[src/rtl/adc_cap_pkg.sv]
// Shared definitions for the ADC capture sequencer: FSM state encoding,
// capture counter width and the legal HOLD_CYCLES range.
package adc_cap_pkg;

    localparam int CAP_CNT_W  = 16;
    localparam int HOLD_MIN   = 3;
    localparam int HOLD_MAX   = 15;
    // Wide enough to count up to HOLD_MAX.
    localparam int HOLD_CNT_W = 4;

    typedef enum logic [2:0] {
        ST_IDLE       = 3'd0,
        ST_ARM        = 3'd1,
        ST_PULSE      = 3'd2,
        ST_WAIT_START = 3'd3,
        ST_WAIT_DONE  = 3'd4,
        ST_ACK        = 3'd5
    } state_t;

    // True when the hold time is in range and the watchdog limit is a power of two.
    function automatic bit cfg_valid(input int hold, input int timeout);
        return (hold >= HOLD_MIN) && (hold <= HOLD_MAX) &&
               (timeout >= 2) && ((timeout & (timeout - 1)) == 0);
    endfunction

endpackage

[src/rtl/rr_arbiter.sv]
// Round-robin arbiter: combinational one-hot grant that starts searching at
// the index after the last advanced grant; index 0 has priority after reset.
module rr_arbiter #(
    parameter int NREQ = 2
) (
    input  logic            clk_i,
    input  logic            rst_i,
    input  logic [NREQ-1:0] req_i,
    input  logic            advance_i,
    output logic [NREQ-1:0] gnt_o
);

    localparam int PTR_W = (NREQ > 1) ? $clog2(NREQ) : 1;

    logic [PTR_W-1:0] r_ptr;
    logic [NREQ-1:0]  w_mask;
    logic [NREQ-1:0]  w_masked;
    logic [NREQ-1:0]  w_sel;
    logic [PTR_W-1:0] w_idx;

    // Requests at or above the pointer get first look.
    genvar gi;
    generate
        for (gi = 0; gi < NREQ; gi++) begin : g_mask
            assign w_mask[gi] = (PTR_W'(gi) >= r_ptr);
        end
    endgenerate

    assign w_masked = req_i & w_mask;
    assign w_sel    = (|w_masked) ? w_masked : req_i;
    // Isolate the lowest set bit of the selected vector.
    assign gnt_o    = w_sel & (~w_sel + NREQ'(1));

    // Encode the one-hot grant into an index for the pointer update.
    always_comb begin
        w_idx = '0;
        for (int k = 0; k < NREQ; k++) begin
            if (gnt_o[k]) begin
                w_idx = PTR_W'(k);
            end
        end
    end

    // Move the pointer past the winner whenever the grant is taken.
    always_ff @(posedge clk_i or posedge rst_i) begin
        if (rst_i) begin
            r_ptr <= '0;
        end else if (advance_i && (|gnt_o)) begin
            r_ptr <= (w_idx == PTR_W'(NREQ - 1)) ? '0 : w_idx + PTR_W'(1);
        end
    end

endmodule

[src/rtl/adc_cap_sequencer.sv]
// ADC capture sequencer: arbitrates capture requests, strobes capture_o to all
// channels in lockstep, waits for the channels to go busy and then idle again,
// and acknowledges the granted requester.
// Optional watchdog enabled by defining ADC_CAP_SEQ_TIMEOUT_EN.
module adc_cap_sequencer
    import adc_cap_pkg::*;
#(
    parameter int NREQ        = 2,
    parameter int NCH         = 2,
    parameter int HOLD_CYCLES = 4,
    parameter int TIMEOUT     = 65536
) (
    input  logic                 clk_i,
    input  logic                 rst_i,
    input  logic [NREQ-1:0]      req_i,
    output logic [NREQ-1:0]      gnt_o,
    output logic [NREQ-1:0]      ack_o,
    output logic                 capture_o,
    input  logic [NCH-1:0]       done_i,
    output logic                 busy_o,
    output logic                 timeout_o,
    input  logic                 clear_i,
    output logic [CAP_CNT_W-1:0] cap_count_o
);

    localparam logic [HOLD_CNT_W-1:0] HOLD_LAST = HOLD_CNT_W'(HOLD_CYCLES - 1);

    // Out-of-range configurations leave this marker block in the hierarchy.
    if (!cfg_valid(HOLD_CYCLES, TIMEOUT)) begin : g_cfg_out_of_range
    end

    state_t                 r_state;
    state_t                 w_state_next;
    logic [NREQ-1:0]        r_gnt;
    logic [NREQ-1:0]        w_arb_gnt;
    logic                   w_take;
    logic [HOLD_CNT_W-1:0]  r_hold_cnt;
    logic [CAP_CNT_W-1:0]   r_cap_count;
    logic                   w_all_idle;
    logic                   w_all_busy;
    logic                   w_wd_fire;
    logic                   w_to_ack;

    assign w_all_idle = &done_i;
    assign w_all_busy = ~(|done_i);

    rr_arbiter #(
        .NREQ (NREQ)
    ) u_arb (
        .clk_i     (clk_i),
        .rst_i     (rst_i),
        .req_i     (req_i),
        .advance_i (w_take),
        .gnt_o     (w_arb_gnt)
    );

`ifdef ADC_CAP_SEQ_TIMEOUT_EN
    localparam int             WD_W    = $clog2(TIMEOUT);
    localparam logic [WD_W-1:0] WD_LAST = WD_W'(TIMEOUT - 1);

    logic [WD_W-1:0] r_wd_cnt;
    logic            r_timeout;
    logic            r_to_ack;
    logic            w_in_capture;

    assign w_in_capture = (r_state == ST_PULSE) || (r_state == ST_WAIT_START) ||
                          (r_state == ST_WAIT_DONE);
    assign w_wd_fire    = w_in_capture && (r_wd_cnt == WD_LAST);
    assign timeout_o    = r_timeout;
    assign w_to_ack     = r_to_ack;

    // Watchdog counts cycles since PULSE entry; cleared while arming.
    always_ff @(posedge clk_i or posedge rst_i) begin
        if (rst_i) begin
            r_wd_cnt <= '0;
        end else if (r_state == ST_ARM) begin
            r_wd_cnt <= '0;
        end else if (w_in_capture) begin
            r_wd_cnt <= r_wd_cnt + WD_W'(1);
        end
    end

    // Sticky timeout flag (a new expiry beats a simultaneous clear) and a
    // marker that the coming ACK was forced by the watchdog.
    always_ff @(posedge clk_i or posedge rst_i) begin
        if (rst_i) begin
            r_timeout <= 1'b0;
            r_to_ack  <= 1'b0;
        end else begin
            r_to_ack <= w_wd_fire;
            if (w_wd_fire) begin
                r_timeout <= 1'b1;
            end else if (clear_i) begin
                r_timeout <= 1'b0;
            end
        end
    end
`else
    assign w_wd_fire = 1'b0;
    assign w_to_ack  = 1'b0;
    assign timeout_o = 1'b0;
`endif

    // State register.
    always_ff @(posedge clk_i or posedge rst_i) begin
        if (rst_i) begin
            r_state <= ST_IDLE;
        end else begin
            r_state <= w_state_next;
        end
    end

    // Next-state logic and grant-take strobe.
    always_comb begin
        w_state_next = r_state;
        w_take       = 1'b0;
        case (r_state)
            ST_IDLE: begin
                if ((|req_i) && w_all_idle) begin
                    w_take       = 1'b1;
                    w_state_next = ST_ARM;
                end
            end
            ST_ARM:        w_state_next = ST_PULSE;
            ST_PULSE:      if (r_hold_cnt == HOLD_LAST) w_state_next = ST_WAIT_START;
            ST_WAIT_START: if (w_all_busy) w_state_next = ST_WAIT_DONE;
            ST_WAIT_DONE:  if (w_all_idle) w_state_next = ST_ACK;
            ST_ACK:        w_state_next = ST_IDLE;
            default:       w_state_next = ST_IDLE;
        endcase
        if (w_wd_fire) begin
            w_state_next = ST_ACK;
        end
    end

    // Pulse-width counter, running only while in PULSE.
    always_ff @(posedge clk_i or posedge rst_i) begin
        if (rst_i) begin
            r_hold_cnt <= '0;
        end else if (r_state != ST_PULSE) begin
            r_hold_cnt <= '0;
        end else begin
            r_hold_cnt <= r_hold_cnt + HOLD_CNT_W'(1);
        end
    end

    // Grant is latched at take time and held until the ACK cycle ends.
    always_ff @(posedge clk_i or posedge rst_i) begin
        if (rst_i) begin
            r_gnt <= '0;
        end else if (w_take) begin
            r_gnt <= w_arb_gnt;
        end else if (r_state == ST_ACK) begin
            r_gnt <= '0;
        end
    end

    // Completed-capture counter; clear beats increment, watchdog ACKs don't count.
    always_ff @(posedge clk_i or posedge rst_i) begin
        if (rst_i) begin
            r_cap_count <= '0;
        end else if (clear_i) begin
            r_cap_count <= '0;
        end else if ((r_state == ST_ACK) && !w_to_ack) begin
            r_cap_count <= r_cap_count + CAP_CNT_W'(1);
        end
    end

    assign gnt_o       = r_gnt;
    assign ack_o       = (r_state == ST_ACK) ? r_gnt : '0;
    assign capture_o   = (r_state == ST_PULSE);
    assign busy_o      = (r_state != ST_IDLE);
    assign cap_count_o = r_cap_count;

endmodule
[config.mk]
export PLATFORM = sky130hd
export DESIGN_NAME = adc_cap_sequencer
export DESIGN_NICKNAME = d
export VERILOG_FILES = /design/src/rtl/adc_cap_pkg.sv /design/src/rtl/rr_arbiter.sv /design/src/rtl/adc_cap_sequencer.sv
export SDC_FILE = /design/constraint.sdc
export NUM_CORES = 1
export LEC_CHECK = 0
export CORE_MARGIN = 5
export CORE_UTILIZATION = 40
export CTS_CLUSTER_SIZE = 8
export DETAILED_ROUTE_END_ITERATION = 8
export PLACE_DENSITY = 0.7
export SYNTH_ARGS = -nofsm -noshare
export SYNTH_HDL_FRONTEND = slang
export SYNTH_SLANG_ARGS = --single-unit
[constraint.sdc]
create_clock -name clk_i -period 5 [get_ports clk_i]
set_clock_uncertainty 0.05 [all_clocks]
set_input_delay 0.5 -clock clk_i [delete_from_list [all_inputs] [get_ports clk_i]]
set_output_delay 0.5 -clock clk_i [all_outputs]
set_load 0.005 [all_outputs]
==> results of run 1 <==
logic make-up (layout without fill, tap and decap cells):
kind of cell	count (synthesis)	in the layout	synth area share, %
and+or+nand+nor	61	61	26.6
DFF	26	26	50.6
buffers and inverters	7	35	3.02
other	1	1	0.292
AOI/OAI and AO/OA	24	24	10.7
adders and majority gates	2	2	1.95
xor gates and xnor gates	10	10	6.82
synthesized netlist by cell type (all sizes together) (4+ instances only):
master and instances:
o21ai 10, nand2 10, dfrtp 26, and2 4, or3 7, nand3 10, nor2 13, xnor2 4
a21oi 8, xor2 6
cell type report:
cell class | instances | share of cell area (%)
Inverter | 3 | 0.691
Timing Repair Buffer | 28 | 17.2
Tap cell | 44 | 3.38
Multi-Input combinational cell | 98 | 36.6
Clock buffer | 4 | 2.23
Sequential cell | 26 | 39.9
critical path, delay by kind of cell, from the launching register on:
kind | cells | cell delay, ps
and+or+nand+nor | 2 | 590
buffers and inverters | 1 | 490
DFF | 1 | 450
per-stage QoR:
| step | cell area [µm²] | hold slack, ps | power, W | setup slack [ps] |
|---|---|---|---|---|
| after global routing | 1630 | 463 | 0.000536 | 2460 |
| final | 1630 | 420 | 0.000499 | 2600 |
| after CTS | 1630 | 425 | 0.000509 | 2560 |
| after global placement | 1590 | 401 | 0.000395 | 2990 |
| after floorplan | 1280 | 383 | 0.000340 | 3400 |
| after detailed placement | 1590 | 406 | 0.000400 | 2950 |
path summary, 6_finish.rpt:
check	slack [ps]	start	depth (start not counted)	endpoint
worst max-delay path	2600	r_state[1]$_DFFE_PP0P_	3	ack_o[0]
worst min-delay path	420	r_hold_cnt[0]$_DFF_PP0_	1	r_hold_cnt[0]$_DFF_PP0_
worst max register to register	3150	r_state[1]$_DFFE_PP0P_	4	cap_count_o[15]$_DFFE_PP0P_
worst min register to register	420	r_hold_cnt[0]$_DFF_PP0_	1	r_hold_cnt[0]$_DFF_PP0_
max in group asynchronous	3650	rst_i	2	u_arb.r_ptr$_DFFE_PP0P_
min in group asynchronous	650	rst_i	2	cap_count_o[0]$_DFFE_PP0P_
state kept, by name, summed over array words and instances (netlist names):
signal and count:
gnt_o 2, r_hold_cnt 4, r_state 3, u_arb.r_ptr 1
cap_count_o 16
power groups by stage:
stage	combinational (W)	sequential (W)	clock [W]
after floorplan	0.0000730	0.000267	0
after global placement	0.000126	0.000269	0
after detailed placement	0.000128	0.000272	0
after CTS	0.000130	0.000267	0.000112
after global routing	0.000141	0.000275	0.000120
final	0.000127	0.000267	0.000105
per-layer routing:
layer	share of wire, %	routed length [µm]	global-route usage (%)
met1	44	1110	14.8
met2	51	1290	23.5
met3	4.6	116	2.36
met4	0	0	3.05
met5	0	0	0
==> flow_summary.ini, run 1 <==
[yosys]
ys_types = 36
synthArstFlopShare_pct = 100
syn_inst = 131
netlist_area_um2 = 1280
avgSynthCellArea_um2 = 9.81
synth.top_cell.area_share_pct = 50.6
yosysWarnings = 0
synth_area_leader_cell = dfrtp_1
synth-edff-count = 0
synth.area.top_cells = dfrtp_1 (51%), xor2_1 (4.1%), nand3_1 (3.9%)
synth_nets = 140
ys.flop_type = dfrtp_1
ys_ff_latch = 26
yosysSeqAreaShare_pct = 50.6

[drt]
routed_wl_um = 2520
drt_iter0_drc = 24
vias_per_cell = 5.10
vias = 1036
dr.pass1.iters = 4
wire_per_inst_um = 12.4
final_antenna_net_count = 0
remaining_drc_errors = 0

[clock_tree]
ctsResizeCount = 0
htree_num_levels = 1
cts_tree = yes
cts.path.max_buffers = 2
ctsHoldBuffers = 0
postCtsSetupRepairBufs = 0
numClockSinks = 26
clock_latency_ps = 310
cts.reportedPaths.clkPinSlew_ps = 140
cts_buffers = 3
root_buffer = clkbuf_4

[pwr]
p_switching_w = 0.000142
p_leak_nw = 0.678
seqPwrFrac_pct = 53.5
swShare_pct = 28.5
ir_worst_vdd_v = 0.000183
p_per_area_nw_per_um2 = 306
p_comb_share_pct = 25.4
power.internal_w = 0.000356
clkPwrFrac_pct = 21.0

[final_layout]
drive_gt1_share_pct = 3.14
layout_common_cells = clkdlybuf4s50_1 (28), dfrtp_1 (26), nor2_1 (13)
seqCellArea_um2 = 651
finalNetCount = 169
final_common_cell = clkdlybuf4s50_1
diodes = 0
fillers = 295
utilization_pct = 52.9
syn2layout_area_growth_pct = 26.8
multi_input_area_um2 = 596
final_cells = 203

[floorplanning]
io-pin-count = 30
rows = 20
core_region_area_um2 = 3080
die_x_um = 66.7
die_area_um2 = 4450
initial_core_util_pct = 41.7
die_h_um = 66.7

[setup_path]
max_stage_delay_ps = 490
critical_path.startpoint_type = register
critical_path_class = register to output pin
critPathCaptureType = output pin
cp_slowest_cell = clkdlybuf4s50_1
worstPathCellList = and3b_1 > and2_1 > clkdlybuf4s50_1
worstPathArrival_ps = 1850
worst_ep_required_time_ps = 4450
path_max_fanout = 7

[hold_path]
hold_path.class = register to register

[global_route]
grt_overflow = 0
grt_use_total_pct = 12.7
antenna_found_initial = 0
grt_pass1_vias = 1041
grt_max_degree = 27
grt_pass1_wl_um = 4460

[sta]
final-hold-violation-count = 0
maxSlewHeadroom_pct = 33.6
setup_viol = 0
rsz0062_at_grt = no
fmax_mhz = 418
maxSlewViolCount = 0
worst_pin_slew_ps = 995
period_share_pct = 47.9
final.setup.tns_ps = 0
fin_crit_ps = 2400

[place]
dp.cells = 199
hpwl_um = 1860
io_buffers = 28
place.gp.congestion = 0.756

[flow_run]
cap_viol_max_count = 0

[status]
outcome = complete, no violations
No activity file was read; power rests on OpenSTA's default activity.
==> run 2: changes to the inputs <==
- clock period: 5 -> 2.5 ns (I/O delays scaled with it)
==> run 2 against run 1 <==
Effect of this change: die area stayed put; critical path type unchanged; largest power group unchanged; worst hold slack got worse by 190 ps; core utilization shrank 0.20 points.
==> flow_summary.ini, run 2 (synthesized netlist as in run 1, its figures left out) <==
[clock_tree]
clock_latency_ps = 310
numClockSinks = 26
postCtsSetupRepairBufs = 0
cts_tree = yes
htree_num_levels = 1
ctsResizeCount = 0
cts.path.max_buffers = 2
cts_buffers = 3
ctsHoldBuffers = 0
cts.reportedPaths.clkPinSlew_ps = 130
root_buffer = clkbuf_4

[setup_path]
path_delay_family = simple AND/OR/NAND/NOR gates
critPathCaptureType = output pin
r2r-start = r_state[1]$_DFFE_PP0P_
cp_slowest_cell = clkdlybuf4s50_1
crit_buf_inv = 1
worst_ep_required_time_ps = 2200
worst-r2r-cell-count = 4
critical_path.startpoint_type = register
worstPathCellList = and3b_1 > and2_1 > clkdlybuf4s50_1
path_max_fanout = 7
critical_path_class = register to output pin
worstPathArrival_ps = 1850
max_stage_delay_ps = 500
timing.rr.end = cap_count_o[15]$_DFFE_PP0P_
reg2reg_slack_ps = 610

[place]
place_area_um2 = 1600
io_buffers = 28
place.gp.congestion = 0.807
hpwl_um = 1920

[drt]
routed_wl_um = 2500
final_antenna_net_count = 0
remaining_drc_errors = 0
vias_per_cell = 5.01
vias = 1018
dr.pass1.iters = 4
drt_iter0_drc = 25
wire_per_inst_um = 12.3

[status]
outcome = complete, no violations

[sta]
period_share_pct = 86.1
maxSlewViolCount = 0
fin_crit_ps = 2150
rsz0062_at_grt = no
worst_pin_slew_ps = 550
fmax_mhz = 464
final.setup.tns_ps = 0
final-hold-violation-count = 0
whs_ps = 228
setup_viol = 0
maxSlewHeadroom_pct = 63.2

[pwr]
ir_worst_vdd_v = 0.000445
p_per_area_nw_per_um2 = 592
p_leak_nw = 0.675

[global_route]
grt_max_degree = 27
grt_pass1_vias = 987
grt_overflow = 0
antenna_found_initial = 0
grt_use_total_pct = 12.3
grt_pass1_wl_um = 4320

[final_layout]
fillers = 300
largest_register_ffs = 16
layout_common_cells = clkdlybuf4s50_1 (28), dfrtp_1 (26), nor2_1 (13)
design_area_um2 = 1620
finalNetCount = 170
diodes = 0
syn2layout_area_growth_pct = 26.3
multi_input_area_um2 = 596
drive_gt1_share_pct = 3.14
seqCellArea_um2 = 651
final_common_cell = clkdlybuf4s50_1

[floorplanning]
die_h_um = 66.7
die_area_um2 = 4450
core_region_area_um2 = 3080
die_x_um = 66.7
io-pin-count = 30
initial_core_util_pct = 41.7
rows = 20

[flow_run]
cap_viol_max_count = 0

[hold_path]
hold_path.class = input pin to async pin
-- run 2: cell types whose count changed in the layout (fill, tap and decap cells not counted), sizes merged --
cell / before / now
buf: 0 / 1
clkbuf: 4 / 3
-- run 2: per-stage QoR --
step	power, W	worst slack (ps)	utilization, %	instances
finish	0.000960	347	52.7	203
global route	0.00103	231	52.7	203
CTS	0.000975	318	52.7	203
detailed placement	0.000802	635	52.0	200
global placement	0.000792	697	52.0	200
floorplan	0.000681	903	-	131
-- run 2: tightest hold or removal path: cells and delay by family --
kind / cells / cell delay, ps
buffers and inverters: 3 / 750
-- run 2: routing by layer --
metal	track usage (%)	vias to the layer above	share of wire, %	wire length [µm]
met5	0	-	0	0
met4	1.52	0	0	0
met3	3.54	0	4.6	114
met2	22.2	21	52	1290
met1	14.8	482	44	1100
li1	-	515	-	-
-- run 2: where the power goes --
group	switching, W	total [W]	internal [W]
clock network	0.000112	0.000169	0.0000563
logic	0.000110	0.000253	0.000144
registers	0.0000572	0.000538	0.000481
-- run 2: layout make-up --
| cell class | count | area share (%) |
|---|---|---|
| Sequential cell | 26 | 40.1 |
| Multi-Input combinational cell | 98 | 36.7 |
| Inverter | 3 | 0.694 |
| Tap cell | 44 | 3.39 |
| Clock buffer | 3 | 1.39 |
| Timing Repair Buffer | 29 | 17.7 |
-- run 2: how the worst max path moves through the flow --
stage | slack, ps | cells after the start | end | from
finish | 350 | 3 | ack_o[0] | r_state[1]$_DFFE_PP0P_
global route | 230 | 3 | ack_o[0] | r_state[1]$_DFFE_PP0P_
CTS | 320 | 3 | ack_o[0] | r_state[1]$_DFFE_PP0P_
detailed placement | 640 | 4 | cap_count_o[15]$_DFFE_PP0P_ | r_state[1]$_DFFE_PP0P_
global placement | 700 | 4 | cap_count_o[15]$_DFFE_PP0P_ | r_state[1]$_DFFE_PP0P_
floorplan | 900 | 5 | cap_count_o[15]$_DFFE_PP0P_ | r_state[1]$_DFFE_PP0P_
==> run 3: changes to the inputs <==
- CORE_UTILIZATION: 40 -> 30
- PLACE_DENSITY: 0.7 -> 0.57
- TNS_END_PERCENT: default -> 30
==> run 3 against run 2 <==
Effect of this change: global-route usage fell by 2.6 points; sequential power barely moved; design area rose by 1.6%; power rose by 6.5%; combinational power barely moved; count of clock-buffer cells in the layout did not move; largest cell class unchanged; largest power group unchanged.
==> flow_summary.ini, run 3 (synthesized netlist as in run 1, its figures left out) <==
[status]
outcome = complete, no violations

[final_layout]
multi_input_area_um2 = 596
drive_gt1_share_pct = 3.14
finalNetCount = 170
diodes = 0
syn2layout_area_growth_pct = 28.3
layout_common_cells = clkdlybuf4s50_1 (28), dfrtp_1 (26), nor2_1 (13)
seqCellArea_um2 = 651
final_common_cell = clkdlybuf4s50_1
largest_register_ffs = 16
fillers = 417

[pwr]
seqPwrFrac_pct = 52.6
p_leak_nw = 0.683
power.internal_w = 0.000733
swShare_pct = 28.3
ir_worst_vdd_v = 0.000553
p_switching_w = 0.000290
clkPwrFrac_pct = 22.3
p_comb_share_pct = 25.1
p_per_area_nw_per_um2 = 620

[drt]
final_antenna_net_count = 0
drt_iter0_drc = 22
remaining_drc_errors = 0
routed_wl_um = 2690
wire_per_inst_um = 12.9
vias = 1028
dr.pass1.iters = 4
vias_per_cell = 4.92

[setup_path]
worst-r2r-cell-count = 4
path_max_fanout = 7
max_stage_delay_ps = 500
timing.rr.end = cap_count_o[15]$_DFFE_PP0P_
critPathCaptureType = output pin
cp_slowest_cell = clkdlybuf4s50_1
worstPathCellList = and3b_1 > and2_1 > clkdlybuf4s50_1
reg2reg_slack_ps = 660
worst_ep_required_time_ps = 2200
r2r-start = r_state[1]$_DFFE_PP0P_
critical_path.startpoint_type = register
critical_path_class = register to output pin
worstPathArrival_ps = 1790

[place]
post-place-ws_ps = 644
place.gp.congestion = 0.788
io_buffers = 28
hpwl_um = 2030

[clock_tree]
postCtsSetupRepairBufs = 0
numClockSinks = 26
cts.reportedPaths.clkPinSlew_ps = 80
cts_buffers = 3
ctsHoldBuffers = 0
ctsResizeCount = 0
htree_num_levels = 1
root_buffer = clkbuf_8
cts_tree = yes
cts.path.max_buffers = 2
clock_latency_ps = 260

[global_route]
antenna_found_initial = 0
grt_pass1_wl_um = 4290
grt_use_total_pct = 9.67
grt_overflow = 0
grt_max_degree = 27
grt_pass1_vias = 970

[sta]
final.setup.tns_ps = 0
fin_crit_ps = 2090
timing.final.ws_setup_ps = 414
maxSlewViolCount = 0
rsz0062_at_grt = no
worst_pin_slew_ps = 595
fmax_mhz = 479
setup_viol = 0
period_share_pct = 83.4
final-hold-violation-count = 0
maxSlewHeadroom_pct = 60.2

[floorplanning]
die_x_um = 75.4
io-pin-count = 30
rows = 23
initial_core_util_pct = 31.4
core_region_area_um2 = 4090
die_area_um2 = 5690
die_h_um = 75.4

[hold_path]
hold_path.class = input pin to async pin

[flow_run]
cap_viol_max_count = 0
## run 3: cell counts in the layout (fill, tap and decap cells not counted)
Identical to the previous run, type by type.
## run 3: how the worst max path moves through the flow
stage	from	to	depth (start not counted)
after floorplan	r_state[1]$_DFFE_PP0P_	cap_count_o[15]$_DFFE_PP0P_	5
after global placement	r_state[1]$_DFFE_PP0P_	cap_count_o[15]$_DFFE_PP0P_	4
after detailed placement	r_state[1]$_DFFE_PP0P_	cap_count_o[15]$_DFFE_PP0P_	4
after CTS	r_state[1]$_DFFE_PP0P_	ack_o[1]	3
after global routing	r_state[1]$_DFFE_PP0P_	ack_o[0]	3
final	r_state[1]$_DFFE_PP0P_	ack_o[1]	3
## run 3: critical path, delay by kind of cell, from the launching register on
kind | cells | cell delay (ps)
buf+inv | 1 | 500
flops | 1 | 430
simple gates | 2 | 590
## run 3: power groups by stage
stage	combinational [W]	clock, W	sequential (W)
finish	0.000256	0.000228	0.000538
global route	0.000284	0.000260	0.000549
CTS	0.000260	0.000241	0.000537
detailed placement	0.000258	0	0.000546
global placement	0.000252	0	0.000542
floorplan	0.000146	0	0.000535
## run 3: metrics by stage
stage | cell area, µm² | instances | power, W | hold slack (ps) | util, %
floorplan | 1280 | 131 | 0.000681 | 240 | -
global placement | 1610 | 206 | 0.000794 | 394 | 39.3
detailed placement | 1610 | 206 | 0.000804 | 408 | 39.3
CTS | 1650 | 209 | 0.00104 | 288 | 40.4
global route | 1650 | 209 | 0.00109 | 318 | 40.4
finish | 1650 | 209 | 0.00102 | 280 | 40.4
## run 3: area by class of cell
cell class	instances	share of cell area, %
Tap cell	50	3.79
Clock buffer	3	2.50
Sequential cell	26	39.5
Inverter	3	0.683
Multi-Input combinational cell	98	36.1
Timing Repair Buffer	29	17.5
## run 3: layer usage
metal / wire (µm) / global-route usage [%]
met5: 0 / 0
met4: 6 / 1.17
met3: 172 / 3.43
met2: 1260 / 17.1
met1: 1250 / 11.7
